<file path="src/rtl/vx_axi_write_mem_arb.sv">
// Two-input AXI write arbiter: round-robin AW grant, W routed by a queue of granted
// indices, B routed by the inserted ID tag. Define VX_AXI_WARB_AW_BUF_EN to add an AW skid buffer.
module vx_axi_write_mem_arb #(
    parameter int AXI_DATA_WIDTH = 64,
    parameter int AXI_ADDR_WIDTH = 32,
    parameter int AXI_TID_WIDTH  = 4,
    parameter int TAG_SEL_IDX    = 0,
    parameter int WQ_DEPTH       = 4
) (
    input  logic                        clk,
    input  logic                        reset,

    // AW from input 0
    input  logic                        m_axi_awvalid_0,
    output logic                        m_axi_awready_0,
    input  logic [AXI_ADDR_WIDTH-1:0]   m_axi_awaddr_0,
    input  logic [AXI_TID_WIDTH-1:0]    m_axi_awid_0,
    input  logic [7:0]                  m_axi_awlen_0,
    input  logic [2:0]                  m_axi_awsize_0,
    input  logic [1:0]                  m_axi_awburst_0,
    input  logic [1:0]                  m_axi_awlock_0,
    input  logic [3:0]                  m_axi_awcache_0,
    input  logic [2:0]                  m_axi_awprot_0,
    input  logic [3:0]                  m_axi_awqos_0,
    input  logic [3:0]                  m_axi_awregion_0,

    // AW from input 1
    input  logic                        m_axi_awvalid_1,
    output logic                        m_axi_awready_1,
    input  logic [AXI_ADDR_WIDTH-1:0]   m_axi_awaddr_1,
    input  logic [AXI_TID_WIDTH-1:0]    m_axi_awid_1,
    input  logic [7:0]                  m_axi_awlen_1,
    input  logic [2:0]                  m_axi_awsize_1,
    input  logic [1:0]                  m_axi_awburst_1,
    input  logic [1:0]                  m_axi_awlock_1,
    input  logic [3:0]                  m_axi_awcache_1,
    input  logic [2:0]                  m_axi_awprot_1,
    input  logic [3:0]                  m_axi_awqos_1,
    input  logic [3:0]                  m_axi_awregion_1,

    // W from inputs
    input  logic                        m_axi_wvalid_0,
    output logic                        m_axi_wready_0,
    input  logic [AXI_DATA_WIDTH-1:0]   m_axi_wdata_0,
    input  logic [AXI_DATA_WIDTH/8-1:0] m_axi_wstrb_0,
    input  logic                        m_axi_wlast_0,
    input  logic                        m_axi_wvalid_1,
    output logic                        m_axi_wready_1,
    input  logic [AXI_DATA_WIDTH-1:0]   m_axi_wdata_1,
    input  logic [AXI_DATA_WIDTH/8-1:0] m_axi_wstrb_1,
    input  logic                        m_axi_wlast_1,

    // B to inputs
    output logic                        m_axi_bvalid_0,
    input  logic                        m_axi_bready_0,
    output logic [AXI_TID_WIDTH-1:0]    m_axi_bid_0,
    output logic [1:0]                  m_axi_bresp_0,
    output logic                        m_axi_bvalid_1,
    input  logic                        m_axi_bready_1,
    output logic [AXI_TID_WIDTH-1:0]    m_axi_bid_1,
    output logic [1:0]                  m_axi_bresp_1,

    // Merged master
    output logic                        m_axi_awvalid,
    input  logic                        m_axi_awready,
    output logic [AXI_ADDR_WIDTH-1:0]   m_axi_awaddr,
    output logic [AXI_TID_WIDTH:0]      m_axi_awid,
    output logic [7:0]                  m_axi_awlen,
    output logic [2:0]                  m_axi_awsize,
    output logic [1:0]                  m_axi_awburst,
    output logic [1:0]                  m_axi_awlock,
    output logic [3:0]                  m_axi_awcache,
    output logic [2:0]                  m_axi_awprot,
    output logic [3:0]                  m_axi_awqos,
    output logic [3:0]                  m_axi_awregion,

    output logic                        m_axi_wvalid,
    input  logic                        m_axi_wready,
    output logic [AXI_DATA_WIDTH-1:0]   m_axi_wdata,
    output logic [AXI_DATA_WIDTH/8-1:0] m_axi_wstrb,
    output logic                        m_axi_wlast,

    input  logic                        m_axi_bvalid,
    output logic                        m_axi_bready,
    input  logic [AXI_TID_WIDTH:0]      m_axi_bid,
    input  logic [1:0]                  m_axi_bresp
);

    localparam int OID_W = AXI_TID_WIDTH + 1;
    localparam int WQ_AW = $clog2(WQ_DEPTH);

    localparam logic [OID_W-1:0] SEL_BIT = OID_W'(1) << TAG_SEL_IDX;
    localparam logic [OID_W-1:0] LO_MASK = SEL_BIT - OID_W'(1);
    localparam logic [OID_W-1:0] HI_MASK = ~(LO_MASK | SEL_BIT);

    typedef struct packed {
        logic [AXI_ADDR_WIDTH-1:0] addr;
        logic [OID_W-1:0]          id;
        logic [7:0]                len;
        logic [2:0]                size;
        logic [1:0]                burst;
        logic [1:0]                lock;
        logic [3:0]                cache;
        logic [2:0]                prot;
        logic [3:0]                qos;
        logic [3:0]                region;
    } aw_t;

    // ---------------- AW arbitration ----------------
    logic                     rr_q, rr_d;
    logic                     aw_req_any;
    logic                     aw_gnt;
    logic                     aw_gnt_rdy;
    logic                     aw_fire_in;
    logic [AXI_TID_WIDTH-1:0] aw_in_id;
    logic [OID_W-1:0]         aw_in_id_ext;
    aw_t                      aw_in;
    aw_t                      aw_out;

    // WQ state, declared here because AW grant depends on fullness
    logic [WQ_DEPTH-1:0] wq_mem_q, wq_mem_d;
    logic [WQ_AW:0]      wq_wr_q, wq_wr_d;
    logic [WQ_AW:0]      wq_rd_q, wq_rd_d;
    logic                wq_empty, wq_full, wq_head;
    logic                w_pop;

    // NOTE: every signal written in an always_comb gets a default first, so no path leaves it unassigned and no latch is inferred.
    always_comb begin
        aw_req_any = m_axi_awvalid_0 | m_axi_awvalid_1;
        aw_gnt     = 1'b0;
        if (m_axi_awvalid_0 && m_axi_awvalid_1) begin
            aw_gnt = rr_q;
        end else if (m_axi_awvalid_1) begin
            aw_gnt = 1'b1;
        end

        aw_in_id     = aw_gnt ? m_axi_awid_1 : m_axi_awid_0;
        aw_in_id_ext = {1'b0, aw_in_id};

        // Select bit goes in at TAG_SEL_IDX; bits above it shift up by one.
        aw_in.id     = (aw_in_id_ext & LO_MASK) | ((aw_in_id_ext << 1) & HI_MASK)
                     | (aw_gnt ? SEL_BIT : '0);
        aw_in.addr   = aw_gnt ? m_axi_awaddr_1   : m_axi_awaddr_0;
        aw_in.len    = aw_gnt ? m_axi_awlen_1    : m_axi_awlen_0;
        aw_in.size   = aw_gnt ? m_axi_awsize_1   : m_axi_awsize_0;
        aw_in.burst  = aw_gnt ? m_axi_awburst_1  : m_axi_awburst_0;
        aw_in.lock   = aw_gnt ? m_axi_awlock_1   : m_axi_awlock_0;
        aw_in.cache  = aw_gnt ? m_axi_awcache_1  : m_axi_awcache_0;
        aw_in.prot   = aw_gnt ? m_axi_awprot_1   : m_axi_awprot_0;
        aw_in.qos    = aw_gnt ? m_axi_awqos_1    : m_axi_awqos_0;
        aw_in.region = aw_gnt ? m_axi_awregion_1 : m_axi_awregion_0;
    end

`ifdef VX_AXI_WARB_AW_BUF_EN
    // Two-entry skid buffer: input side accepts whenever a slot is free.
    aw_t        buf_mem_q [2];
    aw_t        buf_mem_d [2];
    logic       buf_wr_q, buf_wr_d;
    logic       buf_rd_q, buf_rd_d;
    logic [1:0] buf_cnt_q, buf_cnt_d;
    logic       buf_pop;

    always_comb begin
        aw_gnt_rdy = !reset && !wq_full && (buf_cnt_q != 2'd2);
        aw_fire_in = aw_req_any && aw_gnt_rdy;

        m_axi_awvalid = !reset && (buf_cnt_q != 2'd0);
        aw_out        = buf_mem_q[buf_rd_q];
        buf_pop       = m_axi_awvalid && m_axi_awready;

        buf_mem_d = buf_mem_q;
        buf_wr_d  = buf_wr_q;
        buf_rd_d  = buf_rd_q;
        buf_cnt_d = buf_cnt_q;
        if (aw_fire_in) begin
            buf_mem_d[buf_wr_q] = aw_in;
            buf_wr_d            = ~buf_wr_q;
        end
        if (buf_pop) begin
            buf_rd_d = ~buf_rd_q;
        end
        case ({aw_fire_in, buf_pop})
            2'b10:   buf_cnt_d = buf_cnt_q + 2'd1;
            2'b01:   buf_cnt_d = buf_cnt_q - 2'd1;
            default: buf_cnt_d = buf_cnt_q;
        endcase
    end

    always_ff @(posedge clk or posedge reset) begin
        if (reset) begin
            buf_wr_q  <= 1'b0;
            buf_rd_q  <= 1'b0;
            buf_cnt_q <= 2'd0;
        end else begin
            buf_wr_q  <= buf_wr_d;
            buf_rd_q  <= buf_rd_d;
            buf_cnt_q <= buf_cnt_d;
        end
    end

    always_ff @(posedge clk) begin
        buf_mem_q <= buf_mem_d;
    end
`else
    // Combinational AW path: the downstream ready reaches the granted input directly.
    always_comb begin
        aw_gnt_rdy    = !reset && !wq_full && m_axi_awready;
        aw_fire_in    = aw_req_any && aw_gnt_rdy;
        m_axi_awvalid = !reset && !wq_full && aw_req_any;
        aw_out        = aw_in;
    end
`endif

    always_comb begin
        m_axi_awready_0 = aw_gnt_rdy && !aw_gnt;
        m_axi_awready_1 = aw_gnt_rdy && aw_gnt;
        rr_d            = aw_fire_in ? ~aw_gnt : rr_q;

        m_axi_awaddr   = aw_out.addr;
        m_axi_awid     = aw_out.id;
        m_axi_awlen    = aw_out.len;
        m_axi_awsize   = aw_out.size;
        m_axi_awburst  = aw_out.burst;
        m_axi_awlock   = aw_out.lock;
        m_axi_awcache  = aw_out.cache;
        m_axi_awprot   = aw_out.prot;
        m_axi_awqos    = aw_out.qos;
        m_axi_awregion = aw_out.region;
    end

    // ---------------- W routing queue ----------------
    always_comb begin
        wq_empty = (wq_wr_q == wq_rd_q);
        wq_full  = (wq_wr_q[WQ_AW] != wq_rd_q[WQ_AW])
                && (wq_wr_q[WQ_AW-1:0] == wq_rd_q[WQ_AW-1:0]);
        wq_head  = wq_mem_q[wq_rd_q[WQ_AW-1:0]];

        wq_mem_d = wq_mem_q;
        wq_wr_d  = wq_wr_q;
        wq_rd_d  = wq_rd_q;
        if (aw_fire_in) begin
            wq_mem_d[wq_wr_q[WQ_AW-1:0]] = aw_gnt;
            wq_wr_d                      = wq_wr_q + 1'b1;
        end
        if (w_pop) begin
            wq_rd_d = wq_rd_q + 1'b1;
        end
    end

    // NOTE: sequential state uses non-blocking assignments so every flop samples pre-edge values.
    always_ff @(posedge clk or posedge reset) begin
        if (reset) begin
            rr_q    <= 1'b0;
            wq_wr_q <= '0;
            wq_rd_q <= '0;
        end else begin
            rr_q    <= rr_d;
            wq_wr_q <= wq_wr_d;
            wq_rd_q <= wq_rd_d;
        end
    end

    // NOTE: queue storage is not reset; the pointers alone define which entries are meaningful.
    always_ff @(posedge clk) begin
        wq_mem_q <= wq_mem_d;
    end

    // ---------------- W mux ----------------
    always_comb begin
        m_axi_wvalid   = 1'b0;
        m_axi_wready_0 = 1'b0;
        m_axi_wready_1 = 1'b0;
        m_axi_wdata    = wq_head ? m_axi_wdata_1 : m_axi_wdata_0;
        m_axi_wstrb    = wq_head ? m_axi_wstrb_1 : m_axi_wstrb_0;
        m_axi_wlast    = wq_head ? m_axi_wlast_1 : m_axi_wlast_0;
        if (!wq_empty && !reset) begin
            m_axi_wvalid   = wq_head ? m_axi_wvalid_1 : m_axi_wvalid_0;
            m_axi_wready_0 = !wq_head && m_axi_wready;
            m_axi_wready_1 = wq_head && m_axi_wready;
        end
        w_pop = m_axi_wvalid && m_axi_wready && m_axi_wlast;
    end

    // ---------------- B routing ----------------
    logic                     b_sel;
    logic [AXI_TID_WIDTH-1:0] b_id;

    always_comb begin
        b_sel = m_axi_bid[TAG_SEL_IDX];
        b_id  = AXI_TID_WIDTH'((m_axi_bid & LO_MASK) | ((m_axi_bid >> 1) & ~LO_MASK));

        m_axi_bvalid_0 = !reset && m_axi_bvalid && !b_sel;
        m_axi_bvalid_1 = !reset && m_axi_bvalid && b_sel;
        m_axi_bid_0    = b_id;
        m_axi_bid_1    = b_id;
        m_axi_bresp_0  = m_axi_bresp;
        m_axi_bresp_1  = m_axi_bresp;
        m_axi_bready   = !reset && (b_sel ? m_axi_bready_1 : m_axi_bready_0);
    end

endmodule

</file>
<file path="config.mk">
export PLATFORM = sky130hd
export DESIGN_NAME = vx_axi_write_mem_arb
export DESIGN_NICKNAME = d
export VERILOG_FILES = /design/src/rtl/vx_axi_write_mem_arb.sv
export SDC_FILE = /design/constraint.sdc
export NUM_CORES = 1
export LEC_CHECK = 0
export ABC_AREA = 1
export CAP_MARGIN = 10
export CELL_PAD_IN_SITES_DETAIL_PLACEMENT = 1
export CELL_PAD_IN_SITES_GLOBAL_PLACEMENT = 2
export CORE_AREA = 2 2 175 177
export CTS_CLUSTER_DIAMETER = 80
export CTS_CLUSTER_SIZE = 24
export DETAILED_ROUTE_END_ITERATION = 8
export DIE_AREA = 0 0 177 179
export HOLD_SLACK_MARGIN = 0.15
export PLACE_DENSITY = 0.95
export SYNTH_ARGS = -nofsm -noshare
export SYNTH_HDL_FRONTEND = slang
export SYNTH_SLANG_ARGS = --single-unit
export TNS_END_PERCENT = 1
</file>
<file path="constraint.sdc">
create_clock -name clk -period 1.7 [get_ports clk]
set_clock_uncertainty 0.05 [all_clocks]
set_input_delay 0.17 -clock clk [delete_from_list [all_inputs] [get_ports clk]]
set_output_delay 0.17 -clock clk [all_outputs]
set_load 0.005 [all_outputs]
</file>
==> flow_summary.toml <==
[critical_path]
worstPathArrival_ps = 1760
timing.rr.start = "wq_rd_q[0]$_DFFE_PP0P_"
critPathKind = "register to output port"
cp-start-kind = "register"
critical-path-top-delay-family = "buffers and inverters"
crit_slowest_cell = "dfrtp_2"
crit_chain = "inv_2, nand2_2, nand3_4, nand2_8, inv_12, buf_12, buf_16, buf_8, nand2_2, nand2_1, buf_2"
rrSetupSlack_ps = -180
critPathMaxFanout = 6
cp-end-kind = "output port"
crit_required_ps = 1480
cp_slowest_stage_delay_ps = 430
crit_buf_inv = 6
ff2ff_path_depth = 13
critPathMostFrequentCell = "nand2_2"
reg2reg_to = "wq_rd_q[0]$_DFFE_PP0P_"

[global_route]
antenna_found_initial = 0
grt_pass1_wl_um = 31440
track_usage_pct = 12.85
grt_overflow = 0
grt_pass1_vias = 5831
grt_max_degree = 21

[status]
outcome = "finished with violations"
violations = "negative setup slack"

[synthesis]
synth_cell_types = 21
netlist_area_um2 = 2620
yosys_register_bits = 11
synth_nets = 862
syn_avg_cell_area_um2 = 4.670
seq_area_frac_synth_pct = 11.27
yosys_warnings = 0
syn_inst = 561

[die]
io_pins = 457
core-area_um2 = 30030
dieArea_um2 = 31680
fp-row-count = 64
die_y_um = 179
initial_core_util_pct = 8.725
die_x_um = 177

[place]
placed_cell_area_um2 = 7652
dp_hpwl_um = 17200
dp.cells = 1394
gp_congestion = 0.7646
port_buffers = 438

[worst_hold_path]
whs_endpoint = "m_axi_bid_0[0]"
min_path_type = "primary input to output port"
hold_depth = 0
hp-start = "m_axi_bid[1]"

[timing]
finalWorstSetupSlack_ps = -281.2
period_share_pct = 116.5
worstMarginPinSlew_ps = 249.5
clock.fmax_mhz = 504.7
whs_ps = 290.0
slew_headroom_pct = 83.25
slew_violations = 0
period_needed_ps = 1981
rsz0062_at_grt = "true"
setup_viol = 92
hold_viol_final = 0

[drt]
drt_iter0_drc = 96
drtPass1Iterations = 6
ant_nets = 0
routed_wl_um = 22290
remaining_drc_errors = 0
num_vias = 5363
via_per_inst = 3.696
drt-wirelength-per-cell_um = 15.36

[cells_and_area]
layout_common_cells = "nand2_1, clkdlybuf4s50_1, buf_2, nand2_2, buf_6"
final_cell_area_um2 = 8567
fin_cells = 1451
drive_gt1_share_pct = 36.02
nets = 1357
area_growth_pct = 227.0
diodes = 0
final_common_cell = "nand2_1"

[cts]
h-tree-depth = 1
cts.sinks = 11
cts_root_buffer = "clkbuf_16"
clk_latency_ps = 230
cts_tree = "done"
cts_made_buffers = 3
path_clk_slew_ps = 40
max-clock-path-buffers = 2

[power]
internal-power_uw = 6076
combPwrFrac_pct = 91.7
clkPwrFrac_pct = 3.9
ir_drop_v = 0.0003956
p_sw_uw = 4589
swShare_pct = 43.03
power_density_nw_per_um2 = 1245
p_seq_share_pct = 4.4
power.leakage_uw = 0.004358
p_total_uw = 10670

[flow_run]
cap_violations = 0
[worst reg2reg max path: stages (launching register included)]
cell and delay [ps]:
dfrtp_2 450, inv_2 100, nand2_2 70, nand3_4 90, nand2_8 120, buf_12 150
buf_16 130, buf_6 120, nand2_4 50, nand2_4 50, buf_6 120, nor2_2 140
nand3_1 90, nand2_1 90
[layer usage]
metal / vias up / routed length (um) / global-route usage, %
li1: 2642 / - / -
met1: 2409 / 7315 / 11.92
met2: 292 / 12590 / 27.33
met3: 20 / 1951 / 3.181
met4: 0 / 427 / 3.099
met5: - / 0 / 0
[cell type report]
| class | count | area (um^2) |
|---|---|---|
| clock buffers | 4 | 78.83 |
| fillers | 3686 | 21460 |
| inverters | 20 | 95.09 |
| multi-input cells | 488 | 2460 |
| flip-flops and latches | 11 | 297.8 |
| well taps | 396 | 495.5 |
| repair buffers | 532 | 5140 |
[synthesized netlist by cell type, drive strengths merged]
master / count / area share, %
ha: 5 / 2.4
o21ai: 1 / 0.19
xor2: 3 / 1.0
nor2: 17 / 3.1
xnor2: 3 / 1.0
buf: 34 / 9.6
clkbuf: 8 / 1.1
edfxtp: 4 / 4.6
nand3: 9 / 2.3
nor3: 2 / 0.38
dfrtp: 7 / 6.7
inv: 20 / 2.9
nand2: 447 / 64
nand3b: 1 / 0.29
[power groups by stage]
stage | Combinational [uW] | Sequential (uW) | Clock, uW
6_report | 9780 | 465 | 416
5_1_grt | 10600 | 480 | 442
4_1_cts | 9430 | 459 | 425
3_5_place_dp | 7080 | 450 | 0
3_3_place_gp | 6970 | 443 | 0
2_1_floorplan | 2690 | 460 | 0
[through the flow]
| stage | util, % | setup WS [ps] | TNS (ps) |
|---|---|---|---|
| floorplan | - | 282.4 | 0 |
| global placement | 25.48 | -400.6 | -42280 |
| detailed placement | 25.48 | -380.8 | -44100 |
| CTS | 27.86 | -354.7 | -22720 |
| global route | 28.53 | -376.3 | -28290 |
| finish | 28.53 | -281.2 | -17660 |
[sequential cells by signal (all words and copies together) (netlist names)]
register	count
wq_mem_q	4
wq_rd_q	3
wq_wr_q	3
rr_q	1
[what timing repair did]
item | CTS | global route
hold endpoints to repair | 0 | 0
setup buffers | 38 | 3
pin swaps | 29 | 32
hold buffers | 0 | 0
gates resized for setup | 665 | 123
cloned | 13 | 0
setup endpoints to repair | 150 | 146
[cells by family after synthesis]
group           count (synthesis)  synth area share, %
compound gates                  1               0.1908
xor+xnor                        6                2.006
fa+ha+maj                       5                2.388
buf+inv                        62                13.66
flops                          11                11.27
simple gates                  476                70.49
[worst max-delay path by stage]
stage / start / to / depth (start not counted)
6_report: wq_rd_q[0]$_DFFE_PP0P_ / m_axi_wstrb[3] / 11
5_1_grt: wq_rd_q[0]$_DFFE_PP0P_ / m_axi_wdata[42] / 11
4_1_cts: wq_rd_q[0]$_DFFE_PP0P_ / m_axi_awready_0 / 5
3_5_place_dp: m_axi_awvalid_0 / m_axi_awaddr[31] / 8
3_3_place_gp: m_axi_awvalid_0 / m_axi_awaddr[31] / 8
2_1_floorplan: wq_rd_q[0]$_DFFE_PP0P_ / wq_mem_q[0]$_DFFE_PP_ / 6
(Power assumes the default switching activity.)
